===== config.mk =====
export PLATFORM = sky130hd
export DESIGN_NAME = win_banner_ctrl
export DESIGN_NICKNAME = d
export VERILOG_FILES = /design/src/rtl/win_banner_pkg.sv /design/src/rtl/rect_hit_reg.sv /design/src/rtl/win_banner_ctrl.sv
export SDC_FILE = /design/constraint.sdc
export NUM_CORES = 1
export LEC_CHECK = 0
export BUFFER_PORTS_ARGS = -buffer_cell sky130_fd_sc_hd__buf_2
export CAP_MARGIN = 30
export CORE_MARGIN = 2
export CORE_UTILIZATION = 30
export CTS_CLUSTER_DIAMETER = 60
export DETAILED_ROUTE_END_ITERATION = 8
export MAX_ROUTING_LAYER = met4
export SLEW_MARGIN = 20
export SYNTH_ARGS = -nofsm -noshare
export SYNTH_HDL_FRONTEND = slang
export SYNTH_SLANG_ARGS = --single-unit

===== constraint.sdc =====
create_clock -name clk -period 2.35 [get_ports clk]
set_input_delay 0.47 -clock clk [delete_from_list [all_inputs] [get_ports clk]]
set_output_delay 0.47 -clock clk [all_outputs]
set_load 0.005 [all_outputs]

===== src/rtl/win_banner_pkg.sv =====
// Shared types and screen constants for the win banner position driver.
package win_banner_pkg;

   localparam int unsigned COORD_W  = 11;
   localparam int unsigned SCREEN_W = 640;
   localparam int unsigned SCREEN_H = 480;

   typedef logic [COORD_W-1:0] coord_t;

   typedef enum logic [1:0] {
      IDLE  = 2'd0,
      SLIDE = 2'd1,
      BLINK = 2'd2,
      HOLD  = 2'd3
   } state_t;

endpackage


===== src/rtl/rect_hit_reg.sv =====
// Registered rectangle hit test and pixel offsets for one object.
// WIN_BANNER_SCALE2X_EN doubles the rectangle and halves the offsets.
module rect_hit_reg
   import win_banner_pkg::*;
#(
   parameter int unsigned WIDTH  = 64,
   parameter int unsigned HEIGHT = 16
) (
   input  logic               clk,
   input  logic               reset,
   input  logic               enable,
   input  logic [COORD_W-1:0] topLeftX,
   input  logic [COORD_W-1:0] topLeftY,
   input  logic [COORD_W-1:0] pixelX,
   input  logic [COORD_W-1:0] pixelY,
   output logic [COORD_W-1:0] offsetX,
   output logic [COORD_W-1:0] offsetY,
   output logic               InsideRectangle
);

`ifdef WIN_BANNER_SCALE2X_EN
   localparam int unsigned SCALE_SH = 1;
`else
   localparam int unsigned SCALE_SH = 0;
`endif

   localparam coord_t RECT_W = COORD_W'(WIDTH << SCALE_SH);
   localparam coord_t RECT_H = COORD_W'(HEIGHT << SCALE_SH);

   logic   in_x_c;
   logic   in_y_c;
   logic   hit_c;
   coord_t dx_c;
   coord_t dy_c;

   // Right/bottom edges stay inside 11 bits for every on-screen top-left.
   assign in_x_c = (pixelX >= topLeftX) && (pixelX < coord_t'(topLeftX + RECT_W));
   assign in_y_c = (pixelY >= topLeftY) && (pixelY < coord_t'(topLeftY + RECT_H));
   assign hit_c  = enable && in_x_c && in_y_c;
   assign dx_c   = coord_t'(pixelX - topLeftX);
   assign dy_c   = coord_t'(pixelY - topLeftY);

   always_ff @(posedge clk) begin
      if (reset) begin
         InsideRectangle <= 1'b0;
         offsetX         <= '0;
         offsetY         <= '0;
      end else begin
         InsideRectangle <= hit_c;
         offsetX         <= hit_c ? coord_t'(dx_c >> SCALE_SH) : '0;
         offsetY         <= hit_c ? coord_t'(dy_c >> SCALE_SH) : '0;
      end
   end

endmodule


===== src/rtl/win_banner_ctrl.sv =====
// Win banner animator: slide up, blink, hold; drives the rect hit stage.
// Optional macro WIN_BANNER_SCALE2X_EN selects a double-size banner.
module win_banner_ctrl
   import win_banner_pkg::*;
#(
   parameter int unsigned OBJECT_WIDTH  = 64,
   parameter int unsigned OBJECT_HEIGHT = 16,
   parameter int unsigned FINAL_X       = 288,
   parameter int unsigned FINAL_Y       = 232,
   parameter int unsigned START_Y       = SCREEN_H,
   parameter int unsigned SLIDE_STEP    = 4,
   parameter int unsigned BLINK_PERIOD  = 16,
   parameter int unsigned BLINK_TOGGLES = 6
) (
   input  logic                clk,
   input  logic                reset,
   input  logic                startOfFrame,
   input  logic [COORD_W-1:0]  pixelX,
   input  logic [COORD_W-1:0]  pixelY,
   input  logic                winTrigger,
   input  logic                gameRestart,
   output logic [COORD_W-1:0]  offsetX,
   output logic [COORD_W-1:0]  offsetY,
   output logic                InsideRectangle,
   output logic                bannerActive,
   output logic                sequenceDone
);

   localparam int unsigned FRAME_W = $clog2(BLINK_PERIOD);
   localparam int unsigned TOG_W   = $clog2(BLINK_TOGGLES + 1);

   state_t             state, state_n;
   coord_t             top_y, top_y_n;
   logic               visible, visible_n;
   logic [FRAME_W-1:0] frame_cnt, frame_cnt_n;
   logic [TOG_W-1:0]   toggle_cnt, toggle_cnt_n;
   coord_t             slid_c;

   always_ff @(posedge clk) begin
      if (reset) begin
         state        <= IDLE;
         top_y        <= COORD_W'(START_Y);
         visible      <= 1'b0;
         frame_cnt    <= '0;
         toggle_cnt   <= '0;
         bannerActive <= 1'b0;
         sequenceDone <= 1'b0;
      end else begin
         state        <= state_n;
         top_y        <= top_y_n;
         visible      <= visible_n;
         frame_cnt    <= frame_cnt_n;
         toggle_cnt   <= toggle_cnt_n;
         bannerActive <= (state_n != IDLE);
         sequenceDone <= (state_n == HOLD);
      end
   end

   // Position/visibility only move on startOfFrame; restart wins over everything.
   always_comb begin
      state_n      = state;
      top_y_n      = top_y;
      visible_n    = visible;
      frame_cnt_n  = frame_cnt;
      toggle_cnt_n = toggle_cnt;
      slid_c       = coord_t'(top_y - COORD_W'(SLIDE_STEP));

      if (gameRestart) begin
         state_n      = IDLE;
         top_y_n      = COORD_W'(START_Y);
         visible_n    = 1'b0;
         frame_cnt_n  = '0;
         toggle_cnt_n = '0;
      end else begin
         case (state)
            IDLE: begin
               if (winTrigger) begin
                  state_n   = SLIDE;
                  top_y_n   = COORD_W'(START_Y);
                  visible_n = 1'b1;
               end
            end
            SLIDE: begin
               if (startOfFrame) begin
                  if (slid_c <= COORD_W'(FINAL_Y)) begin
                     top_y_n      = COORD_W'(FINAL_Y);
                     state_n      = BLINK;
                     frame_cnt_n  = '0;
                     toggle_cnt_n = '0;
                  end else begin
                     top_y_n = slid_c;
                  end
               end
            end
            BLINK: begin
               if (startOfFrame) begin
                  if (frame_cnt == FRAME_W'(BLINK_PERIOD - 1)) begin
                     frame_cnt_n  = '0;
                     visible_n    = ~visible;
                     toggle_cnt_n = toggle_cnt + TOG_W'(1);
                     if (toggle_cnt == TOG_W'(BLINK_TOGGLES - 1)) begin
                        state_n      = HOLD;
                        visible_n    = 1'b1;
                        toggle_cnt_n = '0;
                     end
                  end else begin
                     frame_cnt_n = frame_cnt + FRAME_W'(1);
                  end
               end
            end
            HOLD: begin
               visible_n = 1'b1;
            end
            default: state_n = IDLE;
         endcase
      end
   end

   rect_hit_reg #(
      .WIDTH  (OBJECT_WIDTH),
      .HEIGHT (OBJECT_HEIGHT)
   ) u_rect_hit (
      .clk             (clk),
      .reset           (reset),
      .enable          (visible),
      .topLeftX        (COORD_W'(FINAL_X)),
      .topLeftY        (top_y),
      .pixelX          (pixelX),
      .pixelY          (pixelY),
      .offsetX         (offsetX),
      .offsetY         (offsetY),
      .InsideRectangle (InsideRectangle)
   );

endmodule


==> results of run 1 <==
-- worst register-to-register path, cell delays in order, from the launching register on --
cell and delay [ns]:
dfxtp_4 0.37, ha_4 0.13, and3_4 0.20, nand3_4 0.08, xnor2_2 0.14, ha_2 0.17
nor4b_2 0.25, o211ai_1 0.14, a21oi_2 0.18, o2111ai_4 0.21, buf_12 0.21, nor4b_4 0.24
-- report_power, final --
part | total (mW) | switching (mW) | internal [mW]
clock | 0.561 | 0.256 | 0.305
sequential | 0.751 | 0.00341 | 0.747
combinational | 0.236 | 0.134 | 0.102
total | 1.55 | 0.393 | 1.15
-- kinds of logic (layout without fill, tap and decap cells) --
group	Yosys count	after routing	share of synthesized area (%)
and+or+nand+nor	128	128	26.44
AOI/OAI and AO/OA	84	84	21.29
DFF	44	44	30.97
buffers and inverters	34	103	5.631
adders and majority gates	26	26	11.44
xor gates and xnor gates	12	12	3.960
other	2	2	0.2641
-- stage by stage --
step	power, mW	setup WS, ns	utilization (%)	hold slack, ns
finish	1.547	-0.06892	40.15	0.4008
global route	1.612	-0.2064	40.15	0.4036
CTS	1.552	-0.04760	39.07	0.3958
detailed placement	0.9865	-0.01206	36.59	0.4807
global placement	0.9853	0.04849	36.59	0.4662
floorplan	0.9020	0.002547	-	0.4475
-- flip-flops by register name, summed over array words and instances, names as in the netlist, 2 cells and up --
| register | count |
|---|---|
| state | 2 |
| toggle_cnt | 3 |
| u_rect_hit.offsetX | 11 |
| u_rect_hit.offsetY | 11 |
| top_y | 9 |
| frame_cnt | 4 |
-- final timing paths --
kind / slack, ns / to / cells after the start
setup / recovery: -0.07 / u_rect_hit.offsetY[9] / 11
hold / removal: 0.40 / u_rect_hit.offsetX[5] / 2
setup reg to reg: -0.07 / u_rect_hit.offsetY[9] / 11
hold reg to reg: 0.50 / top_y[10] / 1
-- cell type report --
cell class	count	area [sq um]
inverters	20	75.07
flip-flops and latches	44	888.4
clock inverters	1	30.03
repair buffers	77	518.0
fillers	949	5530
multi-input cells	252	1968
clock buffers	5	68.82
well taps	129	161.4
-- routing by layer --
metal	vias up	share of wire [%]
met5	-	0
met4	0	2.1
met3	16	3.9
met2	62	49
met1	1287	45
li1	1365	-
-- Yosys cell counts (all sizes together), types with 9 or more instances --
library cell,number
nor2,17
ha,26
a21oi,21
dfxtp,44
nor3,27
nand3,11
nand2,17
buf,10
xnor2,9
o21ai,16
nor3b,9
inv,20
-- timing repair --
item | CTS | global route
pin swaps | 3 | 7
endpoints found under the setup margin | 6 | 23
cloned | 2 | 0
hold buffers | 0 | 0
setup buffers | 0 | 1
gates resized for setup | 13 | 23
==> impl_metrics.ini, run 1 <==
[setup_path]
cp-end-kind = flip-flop
setup.worst_path.start = top_y[4]
start_kind = flip-flop
crit_slowest_cell = dfxtp_4
critPathMaxStageDelay_ns = 0.37
path_class = reg2reg
path_max_fanout = 6
reg2reg_from = top_y[4]
critical_path_arrival_ns = 2.63
cpLargestDelayFamily = simple AND/OR/NAND/NOR gates
crit_chain = ha_4 -> and3_4 -> nand3_4 -> xnor2_2 -> ha_2 -> nor4b_2 -> o211ai_1 -> a21oi_2 -> o2111ai_4 -> buf_12 -> nor4b_4
critical_path_required_ns = 2.56
worst-path-buf-inv = 1

[cts]
clk_pin_slew_ns = 0.08
cts_buffers = 5
root_buffer = clkbuf_8
clock_latency_ns = 0.30
cts_tree = built
clock_path_buffers = 2
h-tree-depth = 2
clkSinkCount = 44

[synth]
synth_cell_types = 59
synth_area_per_cell_sq_um = 8.618
yosys-top-cells-area = dfxtp_1 (31%), ha_1 (11%), nor3_1 (4.6%)
synthFlopType = dfxtp_1
syn_inst = 330
ys_async_sr_fraction_pct = 0
synth_nets = 383
synthesis.area_sq_um = 2844
yosys_warnings = 0
synth_enable_flop_cells = 0
yosysTopAreaCellShare_pct = 30.97
synth_top_area_cell = dfxtp_1
ys_seq_area_share_pct = 30.97
ys_seq_elements = 44

[power_and_ir_drop]
power_density_nw_per_um2 = 417.1
cellLeakagePower_nw = 1.525
vdd_ir_drop_max_v = 0.0002089

[timing]
finalCriticalPeriod_ns = 2.419
slew_viol_final = 0
tightest_slew_ns = 0.6095
max_freq_mhz = 413.4
final.setup.tns_ns = -0.2993
rsz0062_at_grt = true
slew_headroom_pct = 59.29
fin_crit_sh_pct = 102.9
finalHoldViolations = 0
setup_violations = 10
finClkSkew_ns = 0.008807
finalWorstSetupSlack_ns = -0.06892

[global_routing]
grt_pass1_wl_um = 11660
grtUsageMet1_pct = 17.46
grt_use_total_pct = 14.35
groute.layer.met2.usage_pct = 24.91
grt_pass1_vias = 2471
use_met3_pct = 2.415
antenna_found_initial = 0
grt_max_degree = 24
overflow = 0
grt-busiest-layer = met2

[floorplan]
die_y_um = 101.4
num_rows = 35
ios = 52
coreArea_sq_um = 9240
die-area_sq_um = 10270
start_util_pct = 30.78
dieWidth_um = 101.4

[detailed_routing]
totalWireLength_um = 7337
drc_errors = 0
viasPerCell = 5.170
firstDrtPassIters = 4
wire_per_inst_um = 13.90
antenna_left = 0
drt_iter0_drc = 79
dr_total_vias = 2730

[flow_run]
max_cap_viol_count = 0

[placed_design]
dpl-instance-area_sq_um = 3381
portBuffers = 51
dp_cells = 519
dp_hpwl_um = 5357
gp_congestion = 0.8848

[worst_hold_path]
min_from = pixelX[5]
hold_class = in2reg

[final_layout]
drive_above_1_share_pct = 31.08
post-route-cell-area_sq_um = 3710
final_cell_mix = buf_2 (51), dfxtp_1 (40), ha_1 (24)
stdcell_count = 528
nNetsFinal = 453
area_growth_pct = 30.44
diodes = 0
layout_commonest_cell = buf_2

[status]
status = finished, violations left
violations = setup timing
(Power assumes the default switching activity.)
==> run 2: changes to the inputs <==
BUFFER_PORTS_ARGS = unset   (was -buffer_cell sky130_fd_sc_hd__buf_2)
DONT_BUFFER_PORTS = 1   (was unset)
MAX_ROUTING_LAYER = unset   (was met4)
clock period = 2.75 ns   (was 2.35 ns; I/O delays follow)
==> run 2 against run 1 <==
Fmax shrank 6.2%. Sequential share of layout area grew 3.8 points. Non-clock buffer count shrank 67. The flow now finishes without violations.
==> impl_metrics.ini, run 2 (synthesis gave the netlist of run 1 again) <==
[detailed_routing]
wire_per_inst_um = 14.90
dr_total_vias = 2445
viasPerCell = 5.281
antenna_left = 0
drt_iter0_drc = 134
firstDrtPassIters = 4
drc_errors = 0
totalWireLength_um = 6901

[timing]
finalWorstSetupSlack_ns = 0.1710
finalHoldViolations = 0
finClkSkew_ns = 0.008240
fin_crit_sh_pct = 93.78
slew_headroom_pct = 61.01
final.setup.tns_ns = 0
rsz0062_at_grt = false
hold_slack_ns = 0.3167
finalCriticalPeriod_ns = 2.579
slew_viol_final = 0
max_freq_mhz = 387.7
tightest_slew_ns = 0.5837
setup_violations = 0

[global_routing]
grt_pass1_vias = 2324
overflow = 0
grt_pass1_wl_um = 11130
grt_max_degree = 24
antenna_found_initial = 0
grt_use_total_pct = 13.52

[status]
status = finished, final reports clean

[cts]
clkSinkCount = 44
cts_hold_buffers = 0
clk_pin_slew_ns = 0.09
clock_path_buffers = 2
cts_buffers = 5
h-tree-depth = 2
cts_tree = built
root_buffer = clkbuf_8
clock_latency_ns = 0.30

[setup_path]
reg2reg_slack_ns = 0.17
start_kind = flip-flop
path_max_fanout = 8
critical_path_arrival_ns = 2.79
path_class = reg2reg
reg2reg_from = top_y[4]
critical_path_required_ns = 2.96
r2r_cells = 10
cp-end-kind = flip-flop
reg2reg_to = u_rect_hit.offsetY[6]

[worst_hold_path]
min_to = u_rect_hit.offsetX[5]
hold_class = in2reg
min_path_cells = 1
min_from = pixelX[5]

[placed_design]
gp_congestion = 0.8610
dp_hpwl_um = 5192
dp_cells = 454
portBuffers = 0
place_ws_ns = 0.09329
dpl-instance-area_sq_um = 2994

[floorplan]
coreArea_sq_um = 9240
dieWidth_um = 101.4
start_util_pct = 30.78
die-area_sq_um = 10270
ios = 52
num_rows = 35
die_y_um = 101.4

[final_layout]
area_growth_pct = 11.44
diodes = 0
final_util_pct = 34.30
stdcell_count = 463
top_regs = u_rect_hit.offsetX (11), u_rect_hit.offsetY (11), top_y (9)
final_cell_mix = dfxtp_1 (44), ha_1 (26), nor3_1 (25)
fill_cells = 978
post-route-cell-area_sq_um = 3169
nNetsFinal = 386
drive_above_1_share_pct = 11.68
layout_commonest_cell = dfxtp_1

[power_and_ir_drop]
power_density_nw_per_um2 = 417.8
vdd_ir_drop_max_v = 0.0001914
cellLeakagePower_nw = 1.167
power_mw = 1.324

[flow_run]
max_cap_viol_count = 0
[run 2: cell types whose count changed in the layout (fill, tap and decap cells not counted), sizes merged]
cell	previous run	this run
buf	75	10
clkbuf	7	6
clkinv	0	1
[run 2: what timing repair did]
action	in CTS	in global routing
setup buffers	0	1
endpoints found under the hold margin	0	0
endpoints found under the setup margin	0	20
resized for setup	0	5
[run 2: worst max-delay path by stage]
stage / startpoint / end / cells past startpoint
floorplan: top_y[4] / u_rect_hit.offsetY[10] / 10
global placement: top_y[4] / u_rect_hit.offsetY[6] / 9
detailed placement: top_y[4] / u_rect_hit.offsetY[6] / 9
CTS: top_y[4] / u_rect_hit.offsetY[6] / 10
global route: top_y[4] / u_rect_hit.offsetY[6] / 11
finish: top_y[4] / u_rect_hit.offsetY[6] / 10
[run 2: per-layer routing]
layer  track usage [%]  wire length [um]  up-vias
li1                  -                 -     1239
met2             23.23              3328       65
met1             16.92              3204     1137
met4             3.638                42        0
met3             3.244               326        4
met5                 0                 0        -
[run 2: final cells by class]
class | instances | area (sq um) | share of cell area, %
Clock buffer | 6 | 82.58 | 2.606
Clock inverter | 2 | 38.79 | 1.224
Inverter | 20 | 75.07 | 2.369
Multi-Input combinational cell | 252 | 1843 | 58.15
Sequential cell | 44 | 880.8 | 27.79
Tap cell | 129 | 161.4 | 5.093
Timing Repair Buffer | 10 | 87.58 | 2.764
[run 2: report_power, final]
part | switching, mW | total, mW | internal, mW
Combinational | 0.0890 | 0.146 | 0.0565
Clock | 0.239 | 0.536 | 0.297
Sequential | 0.00298 | 0.642 | 0.639
Total | 0.331 | 1.32 | 0.993
[run 2: critical path: stages, from the launching register on]
cell and delay (ns):
dfxtp_1 0.34, ha_1 0.18, and3_1 0.20, nand3_1 0.10, xnor2_1 0.14, ha_1 0.29
and4_1 0.26, a32oi_2 0.28, o2111ai_4 0.22, buf_12 0.19, nor4b_2 0.28
